**src/rtl/id_ex_stage.sv**
```systemverilog
// id_ex_stage -- decode-to-execute pipeline register of the uMIPS_32 core.
//
// Captures ALU operands, ALU control and write-back tags from the decoder on a
// valid/ready handshake and presents them to the ALU one cycle later. Operand
// values are resolved from the register file, the immediate/shift-amount
// fields, and (optionally) forwarding from the EX and MEM stages. A load-use
// hazard holds the decoder and inserts a bubble.
//
// Build option:
//   FORWARD_EN  defined   -> EX/MEM forwarding plus one-bubble load-use stall.
//               undefined -> no forwarding; a consumer stalls until every
//                            producer of a source it uses has left EX and MEM.
//
// Ports:
//   clk, clrn              clock, asynchronous active-low reset
//   id_valid / id_ready    decoder handshake
//   id_inst, id_ctrl       raw instruction and decoded controls
//                          (ctrl: [3:0] aluc, [4] aluimm, [5] sext, [6] shift,
//                           [7] use_rs, [8] use_rt, [9] wreg, [10] m2reg)
//   id_rn, id_qa, id_qb    destination register, register-file reads
//   flush                  kill the instruction entering or held in EX
//   ex_ready               EX consumes the current outputs this cycle
//   ex_r                   ALU result of the instruction held here
//   mem_wreg/mem_rn/mem_d  MEM-stage write-back tag and value
//   ex_valid, ex_a, ex_b, ex_aluc, ex_st, ex_ctl, ex_rn   registered outputs
//   stall                  load-use hazard active this cycle
module id_ex_stage #(
  parameter int XLEN = 32
) (
  input  logic            clk,
  input  logic            clrn,
  input  logic            id_valid,
  output logic            id_ready,
  input  logic [31:0]     id_inst,
  input  logic [10:0]     id_ctrl,
  input  logic [4:0]      id_rn,
  input  logic [XLEN-1:0] id_qa,
  input  logic [XLEN-1:0] id_qb,
  input  logic            flush,
  input  logic            ex_ready,
  input  logic [XLEN-1:0] ex_r,
  input  logic            mem_wreg,
  input  logic [4:0]      mem_rn,
  input  logic [XLEN-1:0] mem_d,
  output logic            ex_valid,
  output logic [XLEN-1:0] ex_a,
  output logic [XLEN-1:0] ex_b,
  output logic [3:0]      ex_aluc,
  output logic [XLEN-1:0] ex_st,
  output logic [1:0]      ex_ctl,
  output logic [4:0]      ex_rn,
  output logic            stall
);

  // 16-bit immediate to datapath width, signed or zero extension.
  function automatic logic [XLEN-1:0] ext_imm(input logic [15:0] imm,
                                              input logic        sext);
    logic signed [15:0] simm;
    simm = imm;
    if (sext)
      return {{(XLEN-16){simm[15]}}, imm};
    else
      return {{(XLEN-16){1'b0}}, imm};
  endfunction

  // A producer matches a source only when it writes a non-zero register.
  function automatic logic src_hit(input logic       wr,
                                   input logic [4:0] dst,
                                   input logic [4:0] src);
    return wr && (dst != 5'd0) && (dst == src);
  endfunction

  logic [4:0]      rs_p0, rt_p0, sa_p0;
  logic [15:0]     imm_p0;
  logic [3:0]      aluc_p0;
  logic            aluimm_p0, sext_p0, shift_p0, use_rs_p0, use_rt_p0;
  logic [1:0]      ctl_p0;
  logic            ex_hit_rs_p0, ex_hit_rt_p0, mem_hit_rs_p0, mem_hit_rt_p0;
  logic [XLEN-1:0] fwd_rs_p0, fwd_rt_p0, a_p0, b_p0;
  logic            hazard_p0;

  logic            vld_p1;
  logic [XLEN-1:0] a_p1, b_p1, st_p1;
  logic [3:0]      aluc_p1;
  logic [1:0]      ctl_p1;
  logic [4:0]      rn_p1;

  // ---- p0: decode fields, hazard detection, operand selection ----
  assign rs_p0     = id_inst[25:21];
  assign rt_p0     = id_inst[20:16];
  assign sa_p0     = id_inst[10:6];
  assign imm_p0    = id_inst[15:0];
  assign aluc_p0   = id_ctrl[3:0];
  assign aluimm_p0 = id_ctrl[4];
  assign sext_p0   = id_ctrl[5];
  assign shift_p0  = id_ctrl[6];
  assign use_rs_p0 = id_ctrl[7];
  assign use_rt_p0 = id_ctrl[8];
  assign ctl_p0    = id_ctrl[10:9];

  assign ex_hit_rs_p0  = src_hit(vld_p1 & ctl_p1[0], rn_p1, rs_p0);
  assign ex_hit_rt_p0  = src_hit(vld_p1 & ctl_p1[0], rn_p1, rt_p0);
  assign mem_hit_rs_p0 = src_hit(mem_wreg, mem_rn, rs_p0);
  assign mem_hit_rt_p0 = src_hit(mem_wreg, mem_rn, rt_p0);

`ifdef FORWARD_EN
  logic unused_opcode;
  assign unused_opcode = ^id_inst[31:26];

  // A load in EX has no result yet, so it is skipped here and the stall
  // below covers it; EX takes priority over MEM for the youngest value.
  assign fwd_rs_p0 = (ex_hit_rs_p0 && !ctl_p1[1]) ? ex_r  :
                     mem_hit_rs_p0                ? mem_d : id_qa;
  assign fwd_rt_p0 = (ex_hit_rt_p0 && !ctl_p1[1]) ? ex_r  :
                     mem_hit_rt_p0                ? mem_d : id_qb;

  assign hazard_p0 = id_valid && ctl_p1[1] &&
                     ((use_rs_p0 && ex_hit_rs_p0) || (use_rt_p0 && ex_hit_rt_p0));
`else
  logic unused_inputs;
  assign unused_inputs = ^{id_inst[31:26], ex_r, mem_d};

  assign fwd_rs_p0 = id_qa;
  assign fwd_rt_p0 = id_qb;

  // Without bypass paths any producer of a used source still in EX (load or
  // ALU alike) or in MEM holds the consumer until it has written back.
  assign hazard_p0 = id_valid &&
                     ((use_rs_p0 && (ex_hit_rs_p0 || mem_hit_rs_p0)) ||
                      (use_rt_p0 && (ex_hit_rt_p0 || mem_hit_rt_p0)));
`endif

  assign a_p0 = shift_p0  ? {{(XLEN-5){1'b0}}, sa_p0} : fwd_rs_p0;
  assign b_p0 = aluimm_p0 ? ext_imm(imm_p0, sext_p0)  : fwd_rt_p0;

  assign stall    = hazard_p0;
  assign id_ready = (!vld_p1 || ex_ready) && !hazard_p0;

  // ---- p1: EX-facing pipeline register ----
  always_ff @(posedge clk or negedge clrn) begin
    if (!clrn) begin
      vld_p1  <= 1'b0;
      a_p1    <= '0;
      b_p1    <= '0;
      st_p1   <= '0;
      aluc_p1 <= '0;
      ctl_p1  <= '0;
      rn_p1   <= '0;
    end else if (flush) begin
      // Flush wins over a same-cycle handshake: the decoder slot is dropped.
      vld_p1 <= 1'b0;
    end else if (id_valid && id_ready) begin
      vld_p1  <= 1'b1;
      a_p1    <= a_p0;
      b_p1    <= b_p0;
      st_p1   <= fwd_rt_p0;
      aluc_p1 <= aluc_p0;
      ctl_p1  <= ctl_p0;
      rn_p1   <= id_rn;
    end else if (ex_ready || !vld_p1) begin
      // Drain, or a bubble while the decoder is stalled; data is kept.
      vld_p1 <= 1'b0;
    end
  end

  assign ex_valid = vld_p1;
  assign ex_a     = a_p1;
  assign ex_b     = b_p1;
  assign ex_st    = st_p1;
  assign ex_aluc  = aluc_p1;
  assign ex_ctl   = ctl_p1;
  assign ex_rn    = rn_p1;

endmodule

```
**config.mk**
```make
export PLATFORM = sky130hd
export DESIGN_NAME = id_ex_stage
export DESIGN_NICKNAME = d
export VERILOG_FILES = /design/src/rtl/id_ex_stage.sv
export SDC_FILE = /design/constraint.sdc
export NUM_CORES = 1
export LEC_CHECK = 0
export CAP_MARGIN = 10
export CORE_AREA = 4 4 115 117
export DETAILED_ROUTE_END_ITERATION = 7
export DIE_AREA = 0 0 119 121
export DONT_BUFFER_PORTS = 1
export PLACE_DENSITY = 0.67
export SLEW_MARGIN = 20
export SYNTH_ARGS = -nofsm -noshare
export SYNTH_HDL_FRONTEND = slang
export SYNTH_SLANG_ARGS = --single-unit
```
**constraint.sdc**
```tcl
create_clock -name clk -period 6.3 [get_ports clk]
set_input_delay 1.26 -clock clk [delete_from_list [all_inputs] [get_ports clk]]
set_output_delay 1.26 -clock clk [all_outputs]
set_load 0.05 [all_outputs]
```
; Word level (Yosys, flattened, before mapping)
; Index checks and enable logic that the tools add are counted.
; Widths: inputs -> output; s select.
[word_totals]
regBits = 108
[classes]
n_bitwise = 2
mux = 6
eq_ne = 4
n_reduce_logical = 21
[ops]
columns = cell, count
row1 = $mux 32, 3
row2 = $eq 5x5->1, 4
row3 = $logic_and 1x1->1, 11
row4 = $reduce_bool 5->1, 2
row5 = $logic_or 1x1->1, 4
row6 = $mux 1, 3
row7 = $reduce_bool 3->1, 1
row8 = $logic_not 1->1, 2
row9 = $reduce_and 2->1, 1
row10 = $and 1x1->1, 1
row11 = $not 1->1, 1

; Logic depth before layout (Yosys ltp)
[depth]
depth_word = 12
ltp_mapped = 9
ltp_nobuf = 6

; Worst setup path after synthesis
; No wires, ideal clock.
[synth_path]
path_type = in2out
from = in id_inst[19]
to = out id_ready
arrival_time_ns = 3.202
stages = 5
slack_ns = 1.838
required_time_ns = 5.040
n_path_buf = 0
path_cell_list = xor2_1 nor4_2 a41oi_1 o22ai_1 nor2_1
[synth_via]
elab_chain_cells = 8
elab_cells_between_ends = 10
[synth_rtl]
columns = item, line_no
row1 = start: declaration, 34  ; input logic [31:0] id_inst,
row2 = $eq 5x5->1, 70  ; return wr && (dst != 5'd0) && (dst == src);
row3 = $logic_and 1x1->1, 70
row4 = $logic_or 1x1->1 (*), 130  ; (use_rt_p0 && (ex_hit_rt_p0 || mem_hit_rt_p0)));
row5 = $logic_and 1x1->1 (*), 130
row6 = $logic_or 1x1->1 (*), 129  ; ((use_rs_p0 && (ex_hit_rs_p0 || mem_hit_rs_p0)) ||
row7 = $logic_and 1x1->1 (*), 128  ; assign hazard_p0 = id_valid &&
row8 = named net stall, 52  ; output logic stall
row9 = $logic_not 1->1 (*), 137  ; assign id_ready = (!vld_p1 || ex_ready) && !hazard_p0;
row10 = $logic_and 1x1->1 (*), 137
row11 = end: declaration, 33  ; output logic id_ready,
; Mark *: on every way through the listed nets, which the timed path passes. The rest lies on a longest branch.

; Worst setup path in the final report
[layout_path]
from = in mem_rn[1]
to = out id_ready
[layout_via]
elab_chain_cells = 9
elab_cells_between_ends = 14
[layout_rtl]
columns = item, line_no
row1 = start: declaration, 43  ; input logic [4:0] mem_rn,
row2 = $reduce_bool 5->1, 70
row3 = $logic_and 1x1->1 (2 in a row), 70
row4 = "$logic_or 1x1->1, on equally long branches", "129, 130"
row5 = "$logic_and 1x1->1, on equally long branches", "129, 130"
row6 = $logic_or 1x1->1 (*), 129
row7 = $logic_and 1x1->1 (*), 128
row8 = $logic_not 1->1 (*), 137
row9 = $logic_and 1x1->1 (*), 137
; Every way passes the cells marked *; elsewhere a longest branch is shown, timed or not.

==> out/metrics.csv <==
stage,metric,value,unit
grt,gr-total-overflow,0,
power,peakVddDrop,179.9,µV
logic_synthesis,synth_top_cell_by_area,dfrtp_1,
hold_path,hp-class,in2async,
clocking,cts_tree,yes,
timing,min_period,4306,ps
logic_synthesis,synth_warnings,0,
detailed_routing,wl,10.89,mm
clocking,cts_hold_buf,0,
logic_synthesis,syn-num-nets,544,
clocking,cts_setup_buffers,0,
logic_synthesis,ys.flop_type,dfrtp_1,
clocking,cts_buffers,9,
logic_synthesis,synth_edf_count,0,
critical_path,rr_worst_depth,5,
timing,setup_tns,0,ps
cells_and_area,drive_above_1_share,41.57,%
placement,gp_congestion,0.8614,
timing,finalSetupViolCount,0,
detailed_routing,vias,2781,
critical_path,critPathKind,in2out,
timing,tightest_slew,885.5,ps
logic_synthesis,syn_inst,357,
critical_path,cp.required,5040,ps
critical_path,crit_arrival,3050,ps
job,cap_violations,0,
logic_synthesis,synthMuxAreaShare,30.73,%
timing,rsz0062_at_grt,false,
logic_synthesis,synthAdderAreaFrac,0,%
critical_path,worstReg2RegStart,ex_rn[1]$_DFFE_PN0P_,
detailed_routing,drc,0,
detailed_routing,drt_iter0_markers,104,
detailed_routing,wl_per_cell,20.58,µm
clocking,cts_root_buf,clkbuf_16,
critical_path,critical_path.cell_chain,or4_1 -> o21ai_1 -> o22ai_1 -> buf_4 -> nor2_1,
placement,dp_hpwl,7.959,mm
logic_synthesis,synth_top_family_by_area,multiplexers,
grt,grt_pass1_wl,17.07,mm
timing,slew_headroom,40.75,%
logic_synthesis,ys_seq_elements,108,
clocking,htree_levels,3,
logic_synthesis,ys_top_cells_by_area,"dfrtp_1 53%, mux2_2 22%, mux2_4 8.9%",
placement,port_buffers,0,
floorplan,die_h,121,µm
timing,final_hold_viol_count,0,
clocking,clockBufferDepth,2,
floorplan,start_util,40.91,%
clocking,clk_latency,340,ps
logic_synthesis,synth_top_area_share,53.44,%
critical_path,worstSetupStartpointType,input port,
logic_synthesis,synth.cell_area,5057,µm²
logic_synthesis,yosysMostFrequentCell,dfrtp_1,
critical_path,cpPeakStageDelay,700,ps
floorplan,io_pins,297,
timing,max_freq,0.2323,GHz
logic_synthesis,yosys.area_share.simple,4.973,%
status,status,completed,
clocking,post_cts_resized,0,
logic_synthesis,synth-xor-area-share,3.464,%
floorplan,core,12360,µm²
grt,grtUsageTotal,15.04,%
floorplan,die_w,119,µm
logic_synthesis,avgSynthCellArea,14.17,µm²
critical_path,worstPathMaxFanout,3,
critical_path,path_delay_family,simple AND/OR/NAND/NOR gates,
timing,drv_slew,0,
logic_synthesis,synthTopCellsByCount,"108 x dfrtp_1, 98 x mux2_2, 30 x mux2_4",
power,power,2.141,mW
detailed_routing,viasPerCell,5.257,
logic_synthesis,async_flop_share,100.0,%
timing,skew,10.22,ps
clocking,clock-sinks,108,
grt,grt_max_degree,109,
critical_path,cp_num_buf_inv,1,
clocking,path_clk_slew,70,ps
cells_and_area,area_growth,7.422,%
floorplan,num_rows,41,
cells_and_area,num-nets-final,538,
critical_path,cp-end-kind,primary output,
critical_path,cpMaxStageDelayCell,nor2_1,
power,leakage,2.358,nW
floorplan,dieArea,14400,µm²
critical_path,timing.rr.end,ex_a[25]$_DFFE_PN0P_,
timing,fin_crit_sh,68.34,%
logic_synthesis,synth-seq-area-share,53.44,%
detailed_routing,ant_nets,0,
detailed_routing,firstDrtPassIters,4,
critical_path,worst-r2r-setup-slack,3210,ps
power,p_per_area,394.1,nW/µm²
grt,grt_pass1_vias,3151,
logic_synthesis,synth_compound_area_share,2.796,%
logic_synthesis,yosys.cell_types.count,27,
grt,antenna_found_initial,1,
[report_power, final]
group	internal (mW)	switching, mW	total, mW
Sequential	0.807	0.550	1.36
Clock	0.319	0.242	0.561
Combinational	0.154	0.0684	0.222
Total	1.28	0.861	2.14
[per-layer routing]
metal	part of all wire [%]	track usage, %	vias to the layer above	routed length [µm]
met5	0	0	-	0
met4	3.2	8.182	0	346
met3	9.1	5.548	23	991
met2	50	24.97	147	5457
met1	38	16.81	1388	4092
li1	-	-	1223	-
[kinds of logic (layout without fill, tap and decap cells)]
family / Yosys count / after routing
mux: 128 / 128
flops: 108 / 108
simple gates: 41 / 41
buf+inv: 37 / 36
xor+xnor: 20 / 20
compound gates: 23 / 23
other cells: 0 / 1
[how the worst max path moves through the flow]
stage	startpoint	to	slack, ps	cells past startpoint
global placement	mem_rn[1]	id_ready	2010	5
CTS	mem_rn[1]	id_ready	2000	5
finish	mem_rn[1]	id_ready	1990	5
floorplan	id_inst[19]	id_ready	1840	5
global route	mem_rn[1]	id_ready	1930	5
detailed placement	mem_rn[1]	id_ready	1990	5
[cells in the final DEF (no fill, tap or decap)]
master and count:
a41oi_1 2, buf_4 3, bufinv_16 1, clkbuf_1 2
clkbuf_16 9, clkbuf_8 1, clkinv_2 2, clkinv_4 1
dfrtp_1 108, diode_2 1, inv_1 17, mux2_2 98
mux2_4 30, nand2_1 2, nand3_1 1, nand4_1 2
nor2_1 2, nor2b_1 28, nor3_1 2, nor4_1 1
nor4_2 1, o211ai_2 1, o21ai_0 16, o21ai_1 1
o221a_4 1, o22ai_1 1, o2bb2ai_1 1, or4_1 2
xnor2_1 10, xor2_1 10
[registers in the layout, summed over array words and instances (netlist names)]
signal	flops
ex_ctl	2
ex_b	32
ex_rn	5
ex_st	32
ex_a	32
ex_valid	1
ex_aluc	4
[area by class of cell]
cell class,instances,area [µm²]
multi-input cells,212,2131
clock buffers,12,246.5
repair buffers,3,22.52
well taps,172,215.2
inverters,17,63.81
fillers,1147,6930
clock inverters,4,48.80
flip-flops and latches,108,2703
diodes,1,2.502
[per-stage QoR]
stage / cells / utilization (%) / instance area (µm²) / hold slack [ps] / worst slack, ps
final: 529 / 43.94 / 5433 / 607.9 / 1994
after global routing: 529 / 43.94 / 5433 / 581.8 / 1934
after CTS: 528 / 43.92 / 5430 / 586.4 / 1995
after detailed placement: 512 / 41.53 / 5135 / 880.6 / 1993
after global placement: 512 / 41.53 / 5135 / 883.7 / 2006
after floorplan: 357 / - / 5057 / 864.5 / 1838
No activity file was read; power rests on OpenSTA's default activity.
